**src/rtl/usb_transaction_ctrl_pkg.sv**
```systemverilog
// Shared USB device types: PID encodings, token bundle,
// transaction controller states and PID helpers.
package usb_transaction_ctrl_pkg;

  typedef enum logic [3:0] {
    PID_RESERVED = 4'b0000,
    PID_OUT      = 4'b0001,
    PID_ACK      = 4'b0010,
    PID_DATA0    = 4'b0011,
    PID_SOF      = 4'b0101,
    PID_IN       = 4'b1001,
    PID_NAK      = 4'b1010,
    PID_DATA1    = 4'b1011,
    PID_SETUP    = 4'b1101,
    PID_STALL    = 4'b1110
  } pid_t;

  typedef struct packed {
    pid_t       pid;
    logic [6:0] addr;
    logic [3:0] endp;
  } token_t;

  typedef enum logic [2:0] {
    ST_IDLE,
    ST_WAIT_DATA,
    ST_SEND_HS,
    ST_SEND_DATA,
    ST_WAIT_HS
  } ctrl_state_t;

  function automatic logic is_data_pid(input pid_t p);
    return (p == PID_DATA0) || (p == PID_DATA1);
  endfunction

  function automatic pid_t data_pid(input logic tog);
    return tog ? PID_DATA1 : PID_DATA0;
  endfunction

endpackage

```
**src/rtl/usb_timeout_cnt.sv**
```systemverilog
// Inactivity timer: cleared by load, counts while enabled,
// flags expiry on the TIMEOUT-th enabled cycle.
module usb_timeout_cnt #(
  parameter int TIMEOUT = 1024
) (
  input  logic clk,
  input  logic rst_n,
  input  logic load_i,
  input  logic en_i,
  output logic expire_o
);

  localparam int CW = (TIMEOUT > 1) ? $clog2(TIMEOUT) : 1;

  logic [CW-1:0] cnt_q;
  logic [CW-1:0] cnt_d;

  assign expire_o = en_i && (cnt_q == CW'(TIMEOUT - 1));

  // Next count: clear on load, advance while waiting.
  always_comb begin
    cnt_d = cnt_q;
    if (load_i) begin
      cnt_d = '0;
    end else if (en_i && !expire_o) begin
      cnt_d = cnt_q + CW'(1);
    end
  end

  // Counter register with synchronous reset.
  always_ff @(posedge clk) begin
    if (!rst_n) begin
      cnt_q <= '0;
    end else begin
      cnt_q <= cnt_d;
    end
  end

endmodule

```
**src/rtl/usb_transaction_ctrl.sv**
```systemverilog
// Low-speed USB device transaction sequencer: token
// qualification, data toggles, handshake and buffer control.
module usb_transaction_ctrl
  import usb_transaction_ctrl_pkg::*;
#(
  parameter int NUM_ENDP = 2,
  parameter int TIMEOUT  = 1024
) (
  input  logic                clk,
  input  logic                reset_n,
  input  logic                bus_reset,
  input  logic [6:0]          dev_addr,
  input  logic                rx_tok_valid,
  input  logic [3:0]          rx_tok_pid,
  input  logic [6:0]          rx_tok_addr,
  input  logic [3:0]          rx_tok_endp,
  input  logic                rx_tok_crc_ok,
  input  logic                rx_data_valid,
  input  logic [3:0]          rx_data_pid,
  input  logic                rx_data_ok,
  input  logic [NUM_ENDP-1:0] ep_stall,
  input  logic [NUM_ENDP-1:0] ep_in_ready,
  input  logic [NUM_ENDP-1:0] ep_out_ready,
  output logic                tx_req,
  output logic [3:0]          tx_pid,
  output logic                tx_with_data,
  input  logic                tx_done,
  output logic [3:0]          xfer_endp,
  output logic                setup_rcvd,
  output logic                out_commit,
  output logic                out_discard,
  output logic                in_ack,
  output logic                in_retry
);

  // Bus reset behaves exactly like the system reset.
  logic rst_n;
  assign rst_n = reset_n & ~bus_reset;

  token_t tok;
  pid_t   dpid;
  assign tok.pid  = pid_t'(rx_tok_pid);
  assign tok.addr = rx_tok_addr;
  assign tok.endp = rx_tok_endp;
  assign dpid     = pid_t'(rx_data_pid);

  ctrl_state_t         state_q, state_d;
  logic                setup_q, setup_d;
  logic [3:0]          endp_q, endp_d;
  logic [NUM_ENDP-1:0] tog_q, tog_d;
  logic                tx_req_q, tx_req_d;
  pid_t                tx_pid_q, tx_pid_d;
  logic                tx_data_q, tx_data_d;
  logic                setup_rcvd_q, setup_rcvd_d;
  logic                commit_q, commit_d;
  logic                discard_q, discard_d;
  logic                in_ack_q, in_ack_d;
  logic                in_retry_q, in_retry_d;

  logic                tmr_load, tmr_en, tmr_exp;
  logic [NUM_ENDP-1:0] e_sel, t_sel;
  logic                cur_tog, stall_e, out_rdy;
  logic                tok_stall, tok_rdy, tok_tog;
  logic                tok_ok, pid_ok;
  logic                hs_go;
  pid_t                hs_pid;

  // One-hot selects for the latched and incoming endpoint.
  always_comb begin
    e_sel = '0;
    t_sel = '0;
    for (int i = 0; i < NUM_ENDP; i++) begin
      e_sel[i] = (endp_q == 4'(i));
      t_sel[i] = (rx_tok_endp == 4'(i));
    end
  end

  assign cur_tog   = |(tog_q & e_sel);
  assign stall_e   = |(ep_stall & e_sel);
  assign out_rdy   = |(ep_out_ready & e_sel);
  assign tok_stall = |(ep_stall & t_sel);
  assign tok_rdy   = |(ep_in_ready & t_sel);
  assign tok_tog   = |(tog_q & t_sel);

  assign pid_ok = (tok.pid == PID_OUT)
               || (tok.pid == PID_IN)
               || (tok.pid == PID_SETUP);

  assign tok_ok = rx_tok_valid
               && rx_tok_crc_ok
               && (tok.addr == dev_addr)
               && ({1'b0, tok.endp} < 5'(NUM_ENDP))
               && pid_ok;

  assign tmr_en = (state_q == ST_WAIT_DATA)
               || (state_q == ST_WAIT_HS);

  usb_timeout_cnt #(
    .TIMEOUT (TIMEOUT)
  ) u_tmr (
    .clk      (clk),
    .rst_n    (rst_n),
    .load_i   (tmr_load),
    .en_i     (tmr_en),
    .expire_o (tmr_exp)
  );

  // Next-state, toggle, transmit request and pulse decisions.
  always_comb begin
    state_d      = state_q;
    setup_d      = setup_q;
    endp_d       = endp_q;
    tog_d        = tog_q;
    tx_req_d     = tx_req_q;
    tx_pid_d     = tx_pid_q;
    tx_data_d    = tx_data_q;
    setup_rcvd_d = 1'b0;
    commit_d     = 1'b0;
    discard_d    = 1'b0;
    in_ack_d     = 1'b0;
    in_retry_d   = 1'b0;
    tmr_load     = 1'b0;
    hs_go        = 1'b0;
    hs_pid       = PID_ACK;

    unique case (state_q)
      ST_IDLE: begin
        if (tok_ok) begin
          endp_d   = tok.endp;
          tmr_load = 1'b1;
          if (tok.pid == PID_IN) begin
            if (tok_stall) begin
              hs_go  = 1'b1;
              hs_pid = PID_STALL;
            end else if (!tok_rdy) begin
              hs_go  = 1'b1;
              hs_pid = PID_NAK;
            end else begin
              state_d   = ST_SEND_DATA;
              tx_req_d  = 1'b1;
              tx_pid_d  = data_pid(tok_tog);
              tx_data_d = 1'b1;
            end
          end else begin
            state_d = ST_WAIT_DATA;
            setup_d = (tok.pid == PID_SETUP);
          end
        end
      end

      ST_WAIT_DATA: begin
        if (rx_data_valid) begin
          if (!rx_data_ok || !is_data_pid(dpid)) begin
            state_d   = ST_IDLE;
            discard_d = 1'b1;
          end else if (setup_q) begin
            if (dpid == PID_DATA0) begin
              tog_d        = tog_q | e_sel;
              setup_rcvd_d = 1'b1;
              hs_go        = 1'b1;
            end else begin
              state_d   = ST_IDLE;
              discard_d = 1'b1;
            end
          end else if (stall_e) begin
            hs_go     = 1'b1;
            hs_pid    = PID_STALL;
            discard_d = 1'b1;
          end else if (!out_rdy) begin
            hs_go     = 1'b1;
            hs_pid    = PID_NAK;
            discard_d = 1'b1;
          end else if (dpid == data_pid(cur_tog)) begin
            hs_go    = 1'b1;
            commit_d = 1'b1;
            tog_d    = tog_q ^ e_sel;
          end else begin
            hs_go     = 1'b1;
            discard_d = 1'b1;
          end
        end else if (tmr_exp) begin
          state_d   = ST_IDLE;
          discard_d = 1'b1;
        end
      end

      ST_SEND_HS: begin
        if (tx_done) begin
          state_d   = ST_IDLE;
          tx_req_d  = 1'b0;
          tx_data_d = 1'b0;
        end
      end

      ST_SEND_DATA: begin
        if (tx_done) begin
          state_d   = ST_WAIT_HS;
          tx_req_d  = 1'b0;
          tx_data_d = 1'b0;
          tmr_load  = 1'b1;
        end
      end

      ST_WAIT_HS: begin
        if (rx_data_valid) begin
          state_d = ST_IDLE;
          if (rx_data_ok && (dpid == PID_ACK)) begin
            tog_d    = tog_q ^ e_sel;
            in_ack_d = 1'b1;
          end else begin
            in_retry_d = 1'b1;
          end
        end else if (tmr_exp) begin
          state_d    = ST_IDLE;
          in_retry_d = 1'b1;
        end
      end

      default: state_d = ST_IDLE;
    endcase

    if (hs_go) begin
      state_d   = ST_SEND_HS;
      tx_req_d  = 1'b1;
      tx_pid_d  = hs_pid;
      tx_data_d = 1'b0;
    end
  end

  // State, toggle and output registers.
  always_ff @(posedge clk) begin
    if (!rst_n) begin
      state_q      <= ST_IDLE;
      setup_q      <= 1'b0;
      endp_q       <= '0;
      tog_q        <= '0;
      tx_req_q     <= 1'b0;
      tx_pid_q     <= PID_RESERVED;
      tx_data_q    <= 1'b0;
      setup_rcvd_q <= 1'b0;
      commit_q     <= 1'b0;
      discard_q    <= 1'b0;
      in_ack_q     <= 1'b0;
      in_retry_q   <= 1'b0;
    end else begin
      state_q      <= state_d;
      setup_q      <= setup_d;
      endp_q       <= endp_d;
      tog_q        <= tog_d;
      tx_req_q     <= tx_req_d;
      tx_pid_q     <= tx_pid_d;
      tx_data_q    <= tx_data_d;
      setup_rcvd_q <= setup_rcvd_d;
      commit_q     <= commit_d;
      discard_q    <= discard_d;
      in_ack_q     <= in_ack_d;
      in_retry_q   <= in_retry_d;
    end
  end

  assign tx_req       = tx_req_q;
  assign tx_pid       = tx_pid_q;
  assign tx_with_data = tx_data_q;
  assign xfer_endp    = endp_q;
  assign setup_rcvd   = setup_rcvd_q;
  assign out_commit   = commit_q;
  assign out_discard  = discard_q;
  assign in_ack       = in_ack_q;
  assign in_retry     = in_retry_q;

endmodule

```
**config.mk**
```make
export PLATFORM = sky130hd
export DESIGN_NAME = usb_transaction_ctrl
export DESIGN_NICKNAME = d
export VERILOG_FILES = /design/src/rtl/usb_transaction_ctrl_pkg.sv /design/src/rtl/usb_timeout_cnt.sv /design/src/rtl/usb_transaction_ctrl.sv
export SDC_FILE = /design/constraint.sdc
export NUM_CORES = 1
export LEC_CHECK = 0
export ABC_AREA = 0
export CAP_MARGIN = 20
export CORE_MARGIN = 2
export CORE_UTILIZATION = 25
export DETAILED_ROUTE_END_ITERATION = 6
export GPL_TIMING_DRIVEN = 0
export SKIP_CTS_REPAIR_TIMING = 1
export SYNTH_ARGS = -nofsm -noshare
export SYNTH_HDL_FRONTEND = slang
export SYNTH_HIERARCHICAL = 1
export SYNTH_SLANG_ARGS = --single-unit
export TNS_END_PERCENT = 30
```
**constraint.sdc**
```tcl
create_clock -name clk -period 5.8 [get_ports clk]
set_clock_uncertainty 0.1 [all_clocks]
set_input_delay 0.87 -clock clk [delete_from_list [all_inputs] [get_ports clk]]
set_output_delay 0.87 -clock clk [all_outputs]
set_load 0.03 [all_outputs]
```
==> metrics.md <==
| Metric | Value |
|---|---|
| Min Tclk post-route | 3.65 ns |
| Syn Area/Cell | 8.39 µm² |
| Share of cells above drive strength 1 | 0.0709 |
| EDFF count, synth | 0 |
| Crit start category | primary input |
| Fmax | 274 MHz |
| RePlAce Congestion | 0.855 |
| Mapped cell area | 1850 µm² |
| Flops & latches, synth | 31 |
| Worst vdd ir | 0.0836 mV |
| Post-synth cell types | 52 |
| Antenna fix cells | 0 |
| RSZ-0062 raised after global routing | false |
| Buffers added on ports | 54 |
| CP Class | in2reg |
| DP Area | 2510 µm² |
| FILL cells | 774 |
| Clk Latency, worst-skew pair | 0.28 ns |
| Leading area contributor after synthesis | dfxtp_1 |
| Mapped Nets | 265 |
| Max incr delay on CP | 0.54 ns |
| Worst EP required | 5.85 ns |
| Final WL | 4.74 mm |
| H-Tree Depth | 2 |
| YS warnings | 6 |
| Root buf cell | clkbuf_8 |
| 1st-pass router iterations | 4 |
| CTS Buf Count | 5 |
| Synthesized instance count | 220 |
| Slowest CP cell | or4_4 |
| Power per cell area | 193 nW/µm² |
| Number of global-route vias before repair | 1734 |
| Top post-synthesis cells by area | dfxtp_1 34%, a21oi_1 4.1%, nor3_1 3.5% |
| Die width | 89.9 µm |
| Final net count | 326 |
| Worst slew pin tran | 1.01 ns |
| Outcome | finished clean |
| Crit path DAT | 3.70 ns |
| Post-synth top area share | 0.336 |
| Vias/cell | 4.81 |
| Area growth syn-to-layout | 43.5% |
| Initial antenna violation count | 0 |
| CP Cell Sequence | clkdlybuf4s50_1 -> or3_4 -> or4_4 -> nor3_1 -> nand2_1 -> a21oi_1 -> nor2b_1 -> clkbuf_1 -> a41oi_1 -> o211ai_1 |
| Fin crit share | 0.629 |
| Hold crit path type | reg2reg |
| Routed wire per std cell | 12.4 µm |
| DR DRC count | 0 |
| Max-cap violations | 0 |
| Antenna viol nets, final | 0 |
| Register area share after synthesis | 0.336 |
| First-pass GRT wire length | 8.16 mm |
| Pleak | 0.914 nW |
| Die area | 8090 µm² |
| Iter 0 DRT Violations | 98 |
| Grt ovf | 0 |
| Crit end category | register |
| Num rows | 31 |
| I/O pin cnt | 55 |
| Core area | 7210 µm² |
| Clock sink count | 31 |
| Max_slew headroom | 0.320 |
| Async SR Flop Fraction | 0 |
| Final Hold Violating Endpoints | 0 |
| Largest net degree at the start of global routing | 11 |
| Main synth FF type | dfxtp_1 |
| Die Ht | 89.9 µm |
| Total GRT Usage | 0.122 |
| CTS clock-pin slew for the worst setup and hold paths | 0.06 ns |
| Via Count | 1831 |
| Sum Neg Setup Slack | 0 ns |
| Starting Density | 0.256 |
| Design Area, Final | 2650 µm² |
| Clock tree buffer depth | 2 |
| Critical-path maximum fanout | 10 |
| Detailed placement HPWL | 3.73 mm |
| Final setup viols | 0 |
| TritonCTS clock tree | yes |
| Slew Viols, Final | 0 |
registers in the layout (all words and copies together) (netlist names):
register,cells
setup_q,1
u_tmr/cnt_q,10
out_discard,1
setup_rcvd,1
xfer_endp,4
tx_with_data,1
tx_req,1
in_retry,1
out_commit,1
in_ack,1
tx_pid,4
state_q,3
tog_q,2
report_power, final:
part | switching (mW) | internal [mW] | leakage [nW]
clock network | 0.0790 | 0.172 | 0.0654
registers | 0.000000851 | 0.213 | 0.250
logic | 0.0174 | 0.0311 | 0.599
critical path, delay by kind of cell:
kind / cells / cell delay, ns
compound gates: 3 / 0.72
buf+inv: 2 / 0.64
simple gates: 5 / 1.48
metrics by stage:
stage	hold WS (ns)	total power, mW	instances	setup slack (ns)	utilization
after floorplan	0.380	0.233	220	2.68	-
after global placement	0.348	0.266	373	1.91	0.348
after detailed placement	0.368	0.266	373	1.88	0.349
after CTS	0.377	0.521	381	2.17	0.367
after global routing	0.417	0.531	381	1.96	0.367
final	0.370	0.512	381	2.15	0.367
cell families (layout without fill, tap and decap cells):
family                     Yosys count  count (layout)  share of synthesized area
AOI/OAI and AO/OA                   52              52                      0.183
and+or+nand+nor                    100             100                      0.330
xor gates and xnor gates             8               8                     0.0380
DFF                                 31              31                      0.336
buffers and inverters               17              79                     0.0400
muxes                                7               7                     0.0386
adders and majority gates            5               5                     0.0339
synth_stat cells (2+ instances only):
cell type / number
dfxtp_1: 31
a21oi_1: 15
nand2_1: 14
nor2_1: 13
nor3_1: 13
o21ai_0: 10
inv_1: 9
a211oi_1: 7
nand2b_1: 7
nand3_1: 7
mux2i_1: 6
clkbuf_1: 5
ha_1: 5
nor2b_1: 5
xnor2_1: 5
a31oi_1: 4
and2_1: 4
and4_1: 4
o211ai_1: 4
or3_1: 4
and3_1: 3
nand3b_1: 3
xor2_1: 3
and4b_1: 2
buf_2: 2
nand4_1: 2
nand4b_1: 2
nor3b_1: 2
nor4_1: 2
nor4b_1: 2
o2111ai_1: 2
o21a_1: 2
or3b_2: 2
cell type report:
type / instances / area (µm²) / area share
clock inverter: 2 / 60.1 / 0.0227
clock buffer: 6 / 72.6 / 0.0274
multi-input combinational: 172 / 1160 / 0.437
buffer: 8 / 40.0 / 0.0151
timing repair buffer: 54 / 541 / 0.204
inverter: 9 / 33.8 / 0.0128
sequential: 31 / 621 / 0.234
tap: 99 / 124 / 0.0468
path summary, 6_finish.rpt:
| kind | start | to | slack, ns | depth (start not counted) |
|---|---|---|---|---|
| hold reg to reg | tx_pid[0]$_SDFFE_PN0P_ | tx_pid[0]$_SDFFE_PN0P_ | 0.37 | 2 |
| setup reg to reg | state_q[0]$_SDFFE_PP0P_ | tx_pid[3]$_SDFFE_PN0P_ | 3.23 | 6 |
| setup / recovery | rx_tok_endp[1] | u_tmr/cnt_q[1]$_SDFFE_PP0P_ | 2.15 | 10 |
| hold / removal | tx_pid[0]$_SDFFE_PN0P_ | tx_pid[0]$_SDFFE_PN0P_ | 0.37 | 2 |
cells in the final DEF, fill, tap and decap left out, types with 6 or more instances in the layout:
cell | netlist | final
a211oi_1 | 7 | 7
dfxtp_1 | 31 | 31
nand2b_1 | 7 | 7
a21oi_1 | 15 | 15
nand2_1 | 14 | 14
mux2i_1 | 6 | 6
clkbuf_1 | 5 | 6
inv_1 | 9 | 9
o21ai_0 | 10 | 10
nor2_1 | 13 | 13
nor3_1 | 13 | 13
nand3_1 | 7 | 7
clkdlybuf4s50_1 | 0 | 54
routing by layer:
| metal | wire, µm | up-vias | track usage |
|---|---|---|---|
| li1 | - | 944 | - |
| met1 | 2160 | 843 | 0.158 |
| met2 | 2350 | 42 | 0.205 |
| met3 | 204 | 2 | 0.0310 |
| met4 | 23 | 0 | 0.0269 |
| met5 | 0 | - | 0 |
Note: power is estimated with default switching activity, not from simulation.
